`config.mk`:
```
export PLATFORM = sky130hd
export DESIGN_NAME = ni_initiator_req_packetizer
export DESIGN_NICKNAME = d
export VERILOG_FILES = /design/src/rtl/ni_initiator_req_packetizer.sv
export SDC_FILE = /design/constraint.sdc
export NUM_CORES = 1
export LEC_CHECK = 0
export BUFFER_PORTS_ARGS = -buffer_cell sky130_fd_sc_hd__buf_2
export CAP_MARGIN = 10
export CORE_MARGIN = 5
export CORE_UTILIZATION = 30
export DETAILED_ROUTE_END_ITERATION = 10
export MAX_ROUTING_LAYER = met4
export PLACE_DENSITY_LB_ADDON = 0.3
export SLEW_MARGIN = 20
export SYNTH_ARGS = -nofsm -noshare
export SYNTH_HDL_FRONTEND = slang
export SYNTH_SLANG_ARGS = --single-unit
```
`constraint.sdc`:
```
create_clock -name clk -period 2.4 [get_ports clk]
set_input_delay 0.6 -clock clk [delete_from_list [all_inputs] [get_ports clk]]
set_output_delay 0.6 -clock clk [all_outputs]
set_load 0.01 [all_outputs]
```
`src/rtl/ni_initiator_req_packetizer.sv`:
```
// Request-path packetizer for the CLUSTER_1 NI initiator: looks up the route for one
// OCP-style request, then emits a header flit and any write payload flits to the first-hop switch.
module ni_initiator_req_packetizer #(
   parameter int                   FLIT_WIDTH  = 80,
   parameter int                   PATH_WIDTH  = 7,
   parameter int                   TGT_WIDTH   = 4,
   parameter logic [TGT_WIDTH-1:0] SRC_ID      = 4'h1,
   parameter int                   BURST_WIDTH = 4
) (
   input  logic                   clk,
   input  logic                   rst_n,
   input  logic                   req_valid,
   output logic                   req_ready,
   input  logic [2:0]             req_cmd,
   input  logic [31:0]            req_addr,
   input  logic [BURST_WIDTH-1:0] req_burst,
   input  logic                   wr_valid,
   output logic                   wr_ready,
   input  logic [31:0]            wr_data,
   input  logic [3:0]             wr_be,
   output logic [31:0]            lut_address,
   input  logic [PATH_WIDTH-1:0]  lut_path,
   input  logic [TGT_WIDTH-1:0]   lut_target,
   input  logic                   lut_failed,
   output logic [FLIT_WIDTH-1:0]  flit_out,
   output logic                   flit_valid,
   input  logic                   flit_ack,
   output logic                   err_valid,
   output logic [31:0]            err_addr
);

   localparam int HDR_PAD = FLIT_WIDTH - 2 - 32 - BURST_WIDTH - 3 - 2 * TGT_WIDTH - PATH_WIDTH;
   localparam int PAY_PAD = FLIT_WIDTH - 1 - 36;
   localparam logic [2:0] CMD_WRITE = 3'd1;
   localparam logic [2:0] CMD_READ  = 3'd2;

   typedef enum logic [2:0] {IDLE, LOOKUP, PAYLOAD, LAST, DRAIN} state_t;

   state_t                 state;
   state_t                 state_next;
   logic [2:0]             cmd_q;
   logic [BURST_WIDTH-1:0] burst_q;
   logic [BURST_WIDTH-1:0] beat_cnt;
   logic [31:0]            err_addr_q;
   logic                   cmd_write;
   logic                   cmd_legal;
   logic                   lookup_err;
   logic                   last_beat;
   logic                   req_fire;
   logic                   beat_fire;
   logic [FLIT_WIDTH-1:0]  header_flit;
   logic [FLIT_WIDTH-1:0]  payload_flit;

   assign cmd_write  = (cmd_q == CMD_WRITE);
   assign cmd_legal  = cmd_write || (cmd_q == CMD_READ);
   assign lookup_err = lut_failed || !cmd_legal;
   assign last_beat  = (beat_cnt == burst_q - BURST_WIDTH'(1));
   assign req_fire   = req_valid && req_ready;
   assign beat_fire  = wr_valid && wr_ready;

   // Reads are single-flit packets, so their header is also the tail
   assign header_flit  = {!cmd_write, 1'b1, {HDR_PAD{1'b0}}, lut_address, burst_q, cmd_q,
                          SRC_ID, lut_target, lut_path};
   assign payload_flit = {last_beat, {PAY_PAD{1'b0}}, wr_be, wr_data};

   // The failing address is visible in the same cycle as the error pulse, then held
   assign err_addr = err_valid ? lut_address : err_addr_q;

   always_ff @(posedge clk or negedge rst_n) begin
      if (!rst_n) begin
         state <= IDLE;
      end else begin
         state <= state_next;
      end
   end

   // Next-state and handshake outputs; req_ready is gated by rst_n so every output reads 0 in reset
   always_comb begin
      state_next = state;
      req_ready  = 1'b0;
      wr_ready   = 1'b0;
      err_valid  = 1'b0;
      case (state)
         IDLE: begin
            req_ready = rst_n;
            if (req_valid) begin
               state_next = LOOKUP;
            end
         end
         LOOKUP: begin
            if (lookup_err) begin
               err_valid  = 1'b1;
               state_next = cmd_write ? DRAIN : IDLE;
            end else begin
               state_next = cmd_write ? PAYLOAD : LAST;
            end
         end
         PAYLOAD: begin
            wr_ready = !flit_valid || flit_ack;
            if (wr_valid && (!flit_valid || flit_ack) && last_beat) begin
               state_next = LAST;
            end
         end
         LAST: begin
            if (flit_ack) begin
               state_next = IDLE;
            end
         end
         DRAIN: begin
            wr_ready = 1'b1;
            if (wr_valid && last_beat) begin
               state_next = IDLE;
            end
         end
         default: state_next = IDLE;
      endcase
   end

   // A beat consumed while the previous flit is acked overwrites it directly, so no bubble appears
   always_ff @(posedge clk or negedge rst_n) begin
      if (!rst_n) begin
         lut_address <= '0;
         cmd_q       <= '0;
         burst_q     <= '0;
         beat_cnt    <= '0;
         flit_out    <= '0;
         flit_valid  <= 1'b0;
         err_addr_q  <= '0;
      end else begin
         if (req_fire) begin
            lut_address <= req_addr;
            cmd_q       <= req_cmd;
            burst_q     <= (req_burst == '0) ? BURST_WIDTH'(1) : req_burst;
            beat_cnt    <= '0;
         end
         if (state == LOOKUP) begin
            if (lookup_err) begin
               err_addr_q <= lut_address;
            end else begin
               flit_out   <= header_flit;
               flit_valid <= 1'b1;
            end
         end else if (state == PAYLOAD && beat_fire) begin
            flit_out   <= payload_flit;
            flit_valid <= 1'b1;
            beat_cnt   <= beat_cnt + BURST_WIDTH'(1);
         end else if (flit_ack) begin
            flit_valid <= 1'b0;
         end
         if (state == DRAIN && beat_fire) begin
            beat_cnt <= beat_cnt + BURST_WIDTH'(1);
         end
      end
   end

endmodule

```
# Word-level counts from Yosys, hierarchy flattened
# Cells that the tools add are included.
[totals]
regBits = 159
input_bits = 92
output_inout_bits = 148
wordCells = 68
[op_classes]
add_sub_neg = 2
eq_ne = 12
mux = 25
n_reduce_logical = 21
[op_table]
columns = ["operator", "n"]
rows = [
  ["2-to-1 mux 80 bit", 3],
  ["2-to-1 mux 32 bit", 1],
  ["2-to-1 mux 4 bit", 5],
  ["2-to-1 mux 3 bit", 6],
  ["case mux 3 bit (5 select lines)", 1],
  ["!= test 2 bit (second input constant)", 5],
  ["equality test 3 x 2 -> 1 bit (second input constant)", 3],
  ["2-to-1 mux 1 bit", 8],
  ["logical AND 1 bit", 7],
  ["equality test 3 x 1 -> 1 bit (second input constant)", 2],
  ["AND reduction 2 bit", 3],
  ["adder 4 x 1 -> 4 bit (second input constant)", 1],
  ["equality test 4 bit", 1],
  ["zero test 4 bit", 1],
  ["AND reduction 4 bit", 1],
  ["subtractor 4 x 1 -> 4 bit (second input constant)", 1],
  ["equality test 3 bit (second input constant)", 1],
  ["zero test 1 bit", 3],
  ["zero test 3 bit", 1],
  ["logical OR 1 bit", 3],
  ["nonzero test 3 bit", 1],
  ["case mux 1 bit (2 select lines)", 1],
  ["nonzero test 2 bit", 1],
]

# Logic depth before layout (Yosys ltp)
[depth]
word_depth = 8
depth_mapped = 7
depth_no_buf = 6

# Least setup slack after synthesis
# OpenSTA, ideal clock, no wires.
[synth_timing]
kind = "register -> output"
start = "register state[2]"
end = "output err_addr[23]"
arrival_time_ns = 1.616
required_time_ns = 1.800
slack_ns = 0.184
stages_incl_launch_ff = 7
path_buffers = 3
path_cell_list = "dfrtp_1 > nor3b_1 > buf_4 > o31a_1 > buf_2 > buf_6 > mux2_2"
[synth_between]
elab_chain_len = 3
[synth_rtl]
columns = ["element", "line_no", "source"]
rows = [
  ["from (decl)", "39", "state_t state;"],
  ["from (signal assigned)", "73", "state <= state_next;"],
  ["equality test 3 x 1 -> 1 bit", "83", "case (state)"],
  ["2-to-1 mux 1 bit", "83", ""],
  ["named net err_valid", "28", "output logic err_valid,"],
  ["2-to-1 mux 32 bit", "67", "assign err_addr = err_valid ? lut_address : err_addr_q;"],
  ["to (decl)", "29", "output logic [31:0] err_addr"],
]
# The timed path passes the listed nets, and every way through them passes these cells.

# Worst setup path after layout
[layout_timing]
start = "register cmd_q[1]"
end = "output err_addr[1]"
[layout_between]
elab_chain_len = 7
elab_cells_between_ends = 8
classes_between = "eq/ne: 2; mux: 3; reduce/logical: 3"
[layout_rtl]
columns = ["element", "line_no", "source"]
rows = [
  ["from (decl)", "41", "logic [2:0] cmd_q;"],
  ["from (signal assigned)", "132", "cmd_q <= req_cmd;"],
  ["equality test 3 x 1 -> 1 bit / equality test 3 x 2 -> 1 bit (equally long branches)", "54, 55", ""],
  ["logical OR 1 bit *", "55", "assign cmd_legal = cmd_write || (cmd_q == CMD_READ);"],
  ["zero test 1 bit *", "56", "assign lookup_err = lut_failed || !cmd_legal;"],
  ["logical OR 1 bit *", "56", ""],
  ["2-to-1 mux 1 bit *", "91", "if (lookup_err) begin"],
  ["2-to-1 mux 1 bit *", "83", ""],
  ["2-to-1 mux 32 bit *", "67", ""],
]
# Mark *: on every way between the ends. The rest lies on a longest branch, timed or not.

==> metrics.txt <==
# TYPE chip_impl_metric gauge
chip_impl_info{name="crit-reg2reg-launch",value="state[2]$_DFFE_PN0P_"} 1
chip_impl_metric{name="slew_violations",unit=""} 0
chip_impl_metric{name="synth.top_cell.area_share",unit="%"} 54.7
chip_impl_metric{name="setup-violations-final",unit=""} 32
chip_impl_metric{name="holdWs",unit="ns"} 0.342
chip_impl_metric{name="final_wirelength",unit="um"} 17000
chip_impl_info{name="setup.worst_path.start",value="cmd_q[1]$_DFFE_PN0P_"} 1
chip_impl_metric{name="final_nets",unit=""} 768
chip_impl_metric{name="final_layout_size_suffix_gt1_share",unit="%"} 59.5
chip_impl_info{name="critical_path.cell_chain",value="xnor2_2 -> o31a_4 -> buf_12 -> mux2_2 -> buf_2"} 1
chip_impl_metric{name="wl_on_met1",unit="um"} 7510
chip_impl_info{name="ys_dominant_reg_cell",value="dfrtp_1"} 1
chip_impl_metric{name="groute.usage.overall",unit="%"} 14.7
chip_impl_info{name="clockRootBuffer",value="clkbuf_16"} 1
chip_impl_metric{name="floorplan.rows",unit=""} 52
chip_impl_metric{name="met3WireLength",unit="um"} 1100
chip_impl_metric{name="place_congestion",unit=""} 0.788
chip_impl_info{name="critical_path.slowest_cell",value="dfrtp_1"} 1
chip_impl_metric{name="die_h",unit="um"} 153
chip_impl_metric{name="dpl.cell_count",unit=""} 923
chip_impl_info{name="failed_checks",value="negative setup slack"} 1
chip_impl_metric{name="power_leakage",unit="uW"} 0.00416
chip_impl_metric{name="critPathArrivalTime",unit="ns"} 1.99
chip_impl_metric{name="ys.warnings.count",unit=""} 0
chip_impl_metric{name="syn2layout_area_growth",unit="%"} 35.3
chip_impl_metric{name="tightestPinTransition",unit="ns"} 0.744
chip_impl_metric{name="via_total_after_detailed_routing",unit=""} 4373
chip_impl_metric{name="post_synth_instance_area",unit="mm^2"} 0.00617
chip_impl_metric{name="crit_path_required_time",unit="ns"} 1.80
chip_impl_metric{name="max_cap_viol_count",unit=""} 0
chip_impl_metric{name="grt_max_degree",unit=""} 136
chip_impl_info{name="timing.hold.worst.class",value="in2async"} 1
chip_impl_info{name="dr.max_layer_used",value="met4"} 1
chip_impl_metric{name="met2_length",unit="um"} 8180
chip_impl_metric{name="clock_skew",unit="ns"} 0.0116
chip_impl_metric{name="placement.io_buffers",unit=""} 215
chip_impl_info{name="result_of_the_run",value="finished, violations left"} 1
chip_impl_metric{name="post_layout_worst_setup_margin",unit="ns"} -0.186
chip_impl_metric{name="clock_sink_count",unit=""} 135
chip_impl_metric{name="clk-insertion-delay-late",unit="ns"} 0.41
chip_impl_metric{name="global_route_wire_length_before_repair",unit="um"} 26900
chip_impl_metric{name="p_per_area",unit="mW/mm^2"} 1560
chip_impl_info{name="top_cells_by_area_synth",value="dfrtp_1, mux2_2, mux2i_1, nand3_2, o21ai_2"} 1
chip_impl_metric{name="cts_inserted_buffers",unit=""} 17
chip_impl_metric{name="die_area",unit="mm^2"} 0.0235
chip_impl_metric{name="synth-async-reset-ratio",unit="%"} 100
chip_impl_metric{name="first_global_vias",unit=""} 4865
chip_impl_metric{name="netlist_instances",unit=""} 447
chip_impl_metric{name="floorplan.io_pins",unit=""} 240
chip_impl_metric{name="final_min_period_over_clock_period",unit="%"} 108
chip_impl_metric{name="number_of_antenna_violations_at_the_first_check_in_global_routing",unit=""} 0
chip_impl_metric{name="final-instance-count-excl-fill",unit=""} 958
chip_impl_metric{name="drt.antenna.violating_nets",unit=""} 0
chip_impl_metric{name="die_w",unit="um"} 153
chip_impl_info{name="yosys.area.top_type",value="dfrtp_1"} 1
chip_impl_metric{name="critPathMaxFanout",unit=""} 14
chip_impl_metric{name="grt_overflow",unit=""} 0
chip_impl_metric{name="max-vdd-ir-drop",unit="uV"} 706
chip_impl_metric{name="share_of_the_yosys_chip_area_belonging_to_registers",unit="%"} 54.7
chip_impl_info{name="critical_path.endpoint_type",value="output port"} 1
chip_impl_metric{name="final_hold_viol_count",unit=""} 0
chip_impl_metric{name="yosys_register_bits",unit=""} 135
chip_impl_metric{name="floorplan.initialDensity",unit="%"} 30.5
chip_impl_metric{name="postLayoutCoreUtil",unit="%"} 41.3
chip_impl_metric{name="slowest_stage_delay_on_critical_path",unit="ns"} 0.41
chip_impl_metric{name="clk_pin_slew",unit="ns"} 0.06
chip_impl_metric{name="synth_edf_count",unit=""} 0
chip_impl_metric{name="cts-root-to-sink-buffers",unit=""} 2
chip_impl_metric{name="fmax",unit="MHz"} 387
chip_impl_metric{name="route.detailed.drc",unit=""} 0
chip_impl_metric{name="htree_levels",unit=""} 4
chip_impl_metric{name="synth_cell_types",unit=""} 48
chip_impl_metric{name="route.detailed.wl_per_inst",unit="um"} 17.8
chip_impl_metric{name="coreArea",unit="mm^2"} 0.0202
chip_impl_metric{name="detailed_place_hpwl",unit="um"} 11800
chip_impl_info{name="yosys.cell_count.top_type",value="dfrtp_1"} 1
chip_impl_metric{name="worst_slew_margin_rel",unit="%"} 50.4
chip_impl_info{name="setup.worst_path.class",value="reg2out"} 1
chip_impl_metric{name="final.min_clock_period",unit="ns"} 2.59
chip_impl_info{name="tritoncts_clock_tree",value="yes"} 1
chip_impl_metric{name="vias_per_cell",unit=""} 4.56
chip_impl_info{name="rsz0062_at_grt",value="true"} 1
chip_impl_metric{name="iteration_0_drc_count_of_the_detailed_router",unit=""} 125
chip_impl_info{name="crit_path_start_kind",value="flop"} 1
chip_impl_metric{name="postSynthAreaPerCell",unit="um^2"} 13.8
chip_impl_metric{name="first_pass_iters",unit=""} 4
chip_impl_metric{name="power",unit="uW"} 13000
chip_impl_info{name="synth_common_cells",value="dfrtp_1, mux2_2, mux2i_1"} 1
chip_impl_metric{name="dp_worst_setup_slack",unit="ns"} 0.0400
[cell usage in the layout, fill, tap and decap left out, drive strengths merged, types with 2 or more instances in the layout]
| cell type | count |
|---|---|
| bufinv | 2 |
| a21oi | 3 |
| xnor2 | 5 |
| nand4b | 2 |
| mux2 | 70 |
| o21ai | 35 |
| nand2 | 7 |
| clkinvlp | 2 |
| nor2 | 11 |
| clkbuf | 19 |
| nor3 | 4 |
| ha | 2 |
| dfrtp | 135 |
| conb | 24 |
| mux2i | 36 |
| inv | 11 |
| nand3 | 33 |
| nand3b | 2 |
| buf | 235 |
| nor4b | 3 |
| clkinv | 6 |
| a22o | 21 |
| nand2b | 2 |
[metrics by stage]
step                area, um^2  TNS (ns)
floorplan                 6260         0
global placement          7510         0
detailed placement        7510         0
CTS                       8210     -6.33
global route              8350     -7.61
finish                    8350     -5.16
[worst max-delay path: cells and delay by family, from the launching register on]
kind                      cells  cell delay (ns)
AOI/OAI and AO/OA             1             0.23
xor gates and xnor gates      1             0.25
buffers and inverters         2             0.33
DFF                           1             0.41
muxes                         1             0.36
[sequential cells by signal (all words and copies together), names as in the netlist]
signal / flops
burst_q: 4
cmd_q: 3
flit_valid: 1
beat_cnt: 4
err_addr_q: 32
lut_address: 32
flit_out: 56
state: 3
[power breakdown]
part | internal, uW | switching (uW) | leakage [uW]
clock | 1570 | 1030 | 0.000287
sequential | 3380 | 746 | 0.00166
combinational | 3240 | 3040 | 0.00222
[routing by layer]
metal	vias up	GRT usage [%]
li1	2023	-
met1	2166	18.2
met2	170	23.4
met3	14	4.78
met4	0	3.99
met5	-	-
[path summary, 6_finish.rpt]
kind                       cells past startpoint  slack [ns]                         end
setup / recovery                               5       -0.19                 err_addr[1]
max in group asynchronous                      2        1.50    flit_out[11]$_DFFE_PN0P_
hold / removal                                 2        0.34    flit_out[20]$_DFFE_PN0P_
hold reg to reg                                1        0.49  err_addr_q[22]$_DFFE_PN0P_
min in group clk                               2        0.41    flit_out[12]$_DFFE_PN0P_
setup reg to reg                               6        0.22    flit_out[13]$_DFFE_PN0P_
[cell families (layout without fill, tap and decap cells)]
kind of cell / Yosys count / count (layout) / share of synthesized area, %
buffers and inverters: 58 / 275 / 6.85
xor gates and xnor gates: 6 / 6 / 0.851
other: 1 / 25 / 0.0608
AOI/OAI and AO/OA: 66 / 66 / 8.82
adders and majority gates: 2 / 2 / 0.405
DFF: 135 / 135 / 54.7
muxes: 106 / 106 / 18.6
and+or+nand+nor: 73 / 73 / 9.67
[repair_timing]
action                     CTS  global route
hold buffers                 0             0
pin swaps                    0             0
setup buffers                1             0
cloned                       0             1
setup endpoints to repair   32            33
gates resized for setup     23            23
[area by class of cell]
type                    count  area, um^2
well taps                 270         338
multi-input cells         277        2550
diodes                      1        2.50
fillers                  1891       11900
clock inverters            14         148
inverters                   7        26.3
flip-flops and latches    135        3380
clock buffers              18         439
repair buffers            236        1460
No activity file was read; power rests on OpenSTA's default activity.
